[config.mk]
export PLATFORM = sky130hd
export DESIGN_NAME = ahb2ram_slave_flat
export DESIGN_NICKNAME = d
export VERILOG_FILES = /design/src/rtl/ahb2ram_slave_if.sv /design/src/rtl/ahb2ram_slave.sv /design/src/flat_wrapper.sv
export SDC_FILE = /design/constraint.sdc
export NUM_CORES = 1
export LEC_CHECK = 0
export CORE_UTILIZATION = 27
export CTS_CLUSTER_SIZE = 14
export DETAILED_ROUTE_END_ITERATION = 10
export PLACE_DENSITY = 0.95
export SETUP_SLACK_MARGIN = 0.05
export SYNTH_ARGS = -nofsm -noshare
export SYNTH_HDL_FRONTEND = slang
export SYNTH_SLANG_ARGS = --single-unit
[constraint.sdc]
create_clock -name ahb_clock -period 3.8 [get_ports ahb_clock]
set_clock_uncertainty 0.15 [all_clocks]
set_input_delay 0.38 -clock ahb_clock [delete_from_list [all_inputs] [get_ports ahb_clock]]
set_output_delay 0.38 -clock ahb_clock [all_outputs]
set_load 0.02 [all_outputs]
[src/rtl/ahb2ram_slave_if.sv]
// AHB-Lite bus bundle between an initiator (or interconnect) and the RAM responder.
interface ahb2ram_slave_if;
  logic        hsel;
  logic        hready;
  logic [1:0]  htrans;
  logic [2:0]  hsize;
  logic [2:0]  hburst;
  logic        hwrite;
  logic [31:0] haddr;
  logic [31:0] hwdata;
  logic        hreadyout;
  logic        hresp;
  logic [31:0] hrdata;

  modport master (
    output hsel, hready, htrans, hsize, hburst, hwrite, haddr, hwdata,
    input  hreadyout, hresp, hrdata
  );

  modport slave (
    input  hsel, hready, htrans, hsize, hburst, hwrite, haddr, hwdata,
    output hreadyout, hresp, hrdata
  );
endinterface

[src/rtl/ahb2ram_slave.sv]
// AHB-Lite responder fronting a single-port synchronous RAM (1-cycle read latency).
// Reads issue in the address cycle; a read behind a write data phase costs one wait.
module ahb2ram_slave #(
  parameter int ADDR_BITS = 10
) (
  input  logic                 ahb_clock,
  input  logic                 resetn,
  ahb2ram_slave_if.slave       ahb,
  output logic [ADDR_BITS-3:0] ram_addr,
  output logic [3:0]           ram_byteena,
  output logic [31:0]          ram_data,
  output logic                 ram_wren,
  output logic                 ram_rden,
  input  logic [31:0]          ram_q
);

  typedef enum logic [2:0] {
    S_IDLE, S_WDP, S_RDP, S_RSTALL, S_ERR1, S_ERR2
  } state_t;

  state_t               r_state, w_next;
  logic [ADDR_BITS-3:0] r_addr;
  logic [3:0]           r_be;
  logic                 w_accept, w_illegal, w_load;
  logic [3:0]           w_lanes;
  logic                 w_unused;

  assign w_unused = ^ahb.hburst;
  assign ram_data = ahb.hwdata;
  assign w_accept = ahb.hsel & ahb.hready & ahb.htrans[1];

  assign w_illegal = ((ahb.haddr >> ADDR_BITS) != 32'd0)
                   | (ahb.hsize > 3'd2)
                   | ((ahb.hsize == 3'd1) & ahb.haddr[0])
                   | ((ahb.hsize == 3'd2) & (ahb.haddr[1:0] != 2'b00));

  always_comb begin
    case (ahb.hsize)
      3'd0:    w_lanes = 4'b0001 << ahb.haddr[1:0];
      3'd1:    w_lanes = ahb.haddr[1] ? 4'b1100 : 4'b0011;
      default: w_lanes = 4'b1111;
    endcase
  end

  always_ff @(posedge ahb_clock or negedge resetn) begin
    if (!resetn) begin
      r_state <= S_IDLE;
      r_addr  <= '0;
      r_be    <= '0;
    end else begin
      r_state <= w_next;
      if (w_load) begin
        r_addr <= ahb.haddr[ADDR_BITS-1:2];
        r_be   <= w_lanes;
      end
    end
  end

  always_comb begin
    w_next        = r_state;
    w_load        = 1'b0;
    ahb.hreadyout = 1'b1;
    ahb.hresp     = 1'b0;
    ahb.hrdata    = '0;
    ram_addr      = r_addr;
    ram_byteena   = r_be;
    ram_wren      = 1'b0;
    ram_rden      = 1'b0;

    case (r_state)
      S_WDP:    ram_wren = 1'b1;
      S_RDP:    ahb.hrdata = ram_q;
      S_RSTALL: begin ram_rden = 1'b1; ahb.hreadyout = 1'b0; end
      S_ERR1:   begin ahb.hreadyout = 1'b0; ahb.hresp = 1'b1; end
      S_ERR2:   ahb.hresp = 1'b1;
      default:  ;
    endcase

    // Stall states hold hreadyout low, so no address phase can complete in them.
    case (r_state)
      S_RSTALL: w_next = S_RDP;
      S_ERR1:   w_next = S_ERR2;
      default: begin
        if (!w_accept) begin
          w_next = S_IDLE;
        end else if (w_illegal) begin
          w_next = S_ERR1;
        end else begin
          w_load = 1'b1;
          if (ahb.hwrite) begin
            w_next = S_WDP;
          end else if (r_state == S_WDP) begin
            w_next = S_RSTALL;
          end else begin
            w_next      = S_RDP;
            ram_rden    = 1'b1;
            ram_addr    = ahb.haddr[ADDR_BITS-1:2];
            ram_byteena = w_lanes;
          end
        end
      end
    endcase
  end

endmodule

[src/flat_wrapper.sv]
// flat-port wrapper written by rule: the top's interface ports become plain ports
module ahb2ram_slave_flat 
#(
  parameter int ADDR_BITS = 10
)
  (ahb_clock, resetn, ram_addr, ram_byteena, ram_data, ram_wren, ram_rden, ram_q, ahb_hsel, ahb_hready, ahb_htrans, ahb_hsize, ahb_hburst, ahb_hwrite, ahb_haddr, ahb_hwdata, ahb_hreadyout, ahb_hresp, ahb_hrdata);
  ahb2ram_slave_if ahb_i ();
  input  logic ahb_clock;
  input  logic resetn;
  output logic [ADDR_BITS-3:0] ram_addr;
  output logic [3:0] ram_byteena;
  output logic [31:0] ram_data;
  output logic ram_wren;
  output logic ram_rden;
  input  logic [31:0] ram_q;
  input wire logic [$bits(ahb_i.hsel)-1:0] ahb_hsel;
  input wire logic [$bits(ahb_i.hready)-1:0] ahb_hready;
  input wire logic [$bits(ahb_i.htrans)-1:0] ahb_htrans;
  input wire logic [$bits(ahb_i.hsize)-1:0] ahb_hsize;
  input wire logic [$bits(ahb_i.hburst)-1:0] ahb_hburst;
  input wire logic [$bits(ahb_i.hwrite)-1:0] ahb_hwrite;
  input wire logic [$bits(ahb_i.haddr)-1:0] ahb_haddr;
  input wire logic [$bits(ahb_i.hwdata)-1:0] ahb_hwdata;
  output wire logic [$bits(ahb_i.hreadyout)-1:0] ahb_hreadyout;
  output wire logic [$bits(ahb_i.hresp)-1:0] ahb_hresp;
  output wire logic [$bits(ahb_i.hrdata)-1:0] ahb_hrdata;
  assign ahb_i.hsel = ahb_hsel;
  assign ahb_i.hready = ahb_hready;
  assign ahb_i.htrans = ahb_htrans;
  assign ahb_i.hsize = ahb_hsize;
  assign ahb_i.hburst = ahb_hburst;
  assign ahb_i.hwrite = ahb_hwrite;
  assign ahb_i.haddr = ahb_haddr;
  assign ahb_i.hwdata = ahb_hwdata;
  assign ahb_hreadyout = ahb_i.hreadyout;
  assign ahb_hresp = ahb_i.hresp;
  assign ahb_hrdata = ahb_i.hrdata;
  ahb2ram_slave #(.ADDR_BITS(ADDR_BITS)) u_core (.ahb_clock(ahb_clock), .resetn(resetn), .ahb(ahb_i), .ram_addr(ram_addr), .ram_byteena(ram_byteena), .ram_data(ram_data), .ram_wren(ram_wren), .ram_rden(ram_rden), .ram_q(ram_q));
endmodule
==> results of run 1 <==
## report_power, final
part	leakage (nW)	total (mW)	internal [mW]	switching (mW)
logic	0.799	0.170	0.109	0.0611
clock network	0.0228	0.124	0.0740	0.0504
registers	0.207	0.181	0.170	0.0111
total	1.03	0.476	0.353	0.123
## cell families (layout without fill, tap and decap cells)
group,Yosys count,in the layout
AND/OR/NAND/NOR,56,56
buffers and inverters,39,128
multiplexers,24,24
flip-flops,15,15
AO/OA/AOI/OAI,9,9
## registers in the layout, indices dropped and copies added (netlist names)
name            flops
u_core.r_addr       8
u_core.r_state      3
u_core.r_be         4
## layout by cell type, fill, tap and decap left out
master	n
a21o_1	2
a21oi_1	1
nor4_1	5
nor3_1	2
nor4_4	1
nor3b_1	2
mux2_2	15
clkdlybuf4s50_1	120
o21bai_1	1
clkbuf_1	1
nand3_1	1
nand4_1	1
o21ai_0	4
mux2_4	9
and3b_1	1
clkbuf_8	3
nor2_1	4
and2_1	32
buf_4	2
nor3_4	1
nor2b_1	2
nor3b_2	1
or2_2	2
or3_4	1
dfrtp_1	15
inv_1	2
o211ai_1	1
## synth_stat cells, drive strengths merged
| master | n |
|---|---|
| nand4 | 1 |
| and2 | 32 |
| nor2 | 4 |
| a21o | 2 |
| inv | 2 |
| o211ai | 1 |
| or3 | 1 |
| buf | 34 |
| mux2 | 24 |
| o21ai | 4 |
| nor2b | 2 |
| a21oi | 1 |
| or2 | 2 |
| and3b | 1 |
| o21bai | 1 |
| nor3 | 3 |
| nor4 | 6 |
| nand3 | 1 |
| clkbuf | 3 |
| dfrtp | 15 |
| nor3b | 3 |
## cell type report
cell class	count	area share, %
tap	67	3.40
multi-input combinational	89	29.9
sequential	15	15.2
timing repair buffer	122	49.3
inverter	2	0.305
clock buffer	4	1.83
## layer usage
layer	GRT usage (%)	vias to the layer above	share of wire, %
met4	4.70	0	0.52
met3	2.74	6	7.5
met5	0	-	0
met2	26.1	50	53
met1	15.5	588	39
li1	-	628	-
## final timing paths
kind / to / cells after the start / from
setup / recovery: ram_byteena[3] / 7 / ahb_hsize[2]
setup reg to reg: u_core.r_addr[3] / 4 / u_core.r_state[1]
hold / removal: u_core.r_be[2] / 1 / u_core.r_be[2]
min in group asynchronous: u_core.r_addr[0] / 1 / resetn
max in group asynchronous: u_core.r_be[1] / 1 / resetn
hold reg to reg: u_core.r_be[2] / 1 / u_core.r_be[2]
## through the flow
step	hold slack, ns	power, mW	setup WS (ns)
floorplan	-0.0656	0.286	1.33
global placement	0.336	0.353	0.273
detailed placement	0.347	0.357	0.311
CTS	0.360	0.487	0.293
global route	0.374	0.502	0.155
finish	0.358	0.476	0.331
==> metrics.yaml, run 1 <==
outcome:
  outcome: "completed"
critical_path:
  path_class: "input port to output port"
  cp_slowest_cell: "clkdlybuf4s50_1"
  endpoint_kind: "output port"
  arrival_ns: 2.94
  critPathMaxFanout: 13
  worstPathRequired_ns: 3.27
  path_common_cell: "clkdlybuf4s50_1"
  r2r_setup_slack_ns: 1.44
  worst-path-buf-inv: 3
  max_stage_delay_ns: 0.54
  cp_top_family: "buffers and inverters"
  worstPathCellList: "clkdlybuf4s50_1, nor4_1, nand4_1, nor4_4, buf_4, mux2_2, clkdlybuf4s50_1"
  start_kind: "input port"
cells_and_area:
  seq_area_um2: 375
  area_delta_synth_final_pct: 77.5
  fill_cells: 458
  finish.instance_area_um2: 2460
  nNetsFinal: 342
  antennaDiodeCount: 0
  multi_input_area_um2: 737
  stdcell_count: 299
  drive_gt1_share_pct: 15.1
  fin_util_pct: 50.8
global_routing:
  grt_max_degree: 33
  antenna_found_initial: 0
  grt_pass1_vias: 1392
  grt_pass1_wl_mm: 5.90
  grt_usage_pct: 13.9
  grt_overflow: 0
yosys:
  synthTopCellsByArea: "dfrtp_1 27%, buf_4 18%, and2_1 14%"
  ys_warn_count: 0
  synth_top_area_share_pct: 27.0
  yosys.area_share.adder_pct: 0
  ys_ff_latch: 15
  synthSimpleGateAreaFrac_pct: 26.8
  netlist_instances: 143
  mappedNetlistNets: 252
  synth_compound_area_share_pct: 3.96
  synth.area.mux_share_pct: 21.9
  synth_top_family_by_area: "simple AND/OR/NAND/NOR gates"
  yosysTopAreaCell: "dfrtp_1"
  yosysSeqAreaShare_pct: 27.0
  synthXorXnorAreaFrac_pct: 0
  synth.distinct_cells: 25
  syn_area_um2: 1390
  avgSynthCellArea_um2: 9.71
clock_network:
  numCtsBuffers: 3
  clkLatencyLatePin_ns: 0.24
  htreeDepth: 1
  cts_tree: "yes"
  clk_pin_slew_worst_paths_ns: 0.05
  ctsResizeCount: 0
  cts-hold-fix-buffers: 0
  cts_sinks: 15
  root_buffer: "clkbuf_8"
  post-cts-setup-buffers: 0
  clk_path_buf_depth: 2
placed_design:
  place_congestion: 0.697
  placed_cells: 295
  placed_area_um2: 2420
  dp_hpwl_mm: 3.42
  portBuffers: 120
die:
  initial_utilization_pct: 28.6
  die_h_um: 73.7
  rows: 25
  dieWidth_um: 73.7
  io_pins: 189
  coreArea_um2: 4850
  die_area_um2: 5430
pwr:
  power_per_cell_area_nw_per_um2: 193
  leakage_nw: 1.03
  peakVddDrop_mv: 0.218
route:
  vias: 1272
  wl_per_cell_um: 13.5
  viasPerCell: 4.25
  drtPass1Iterations: 3
  drt_iter0_drc: 32
  drc: 0
  final_antenna_net_count: 0
  wl_mm: 4.04
sta:
  relSlewSlack_pct: 55.1
  period_share_pct: 91.3
  grt_setup_unrepaired: "no"
  tightest_slew_ns: 0.671
  period_needed_ns: 3.47
  slew_viol_final: 0
  finalSetupViolCount: 0
  setup_tns_ns: 0
  finalHoldViolCount: 0
  fmax_ghz: 0.288
flow_run:
  cap_viol_max_count: 0
hold_path:
  min_path_type: "flop to flop"
Note: power is estimated with default switching activity, not from simulation.
==> inputs of run 2 (changes only) <==
Settings changed: SETUP_SLACK_MARGIN 0.05 to not set, SKIP_CTS_REPAIR_TIMING set to 1.
==> results of run 2 <==
Final layout, timing and power as in run 1 (identical DEF).
==> inputs of run 3 (changes only) <==
Settings changed: SETUP_SLACK_MARGIN set to 0.15, SKIP_CTS_REPAIR_TIMING 1 to not set, SLEW_MARGIN set to 30.
==> results of run 3 <==
Final layout, timing and power as in run 1 (identical DEF).
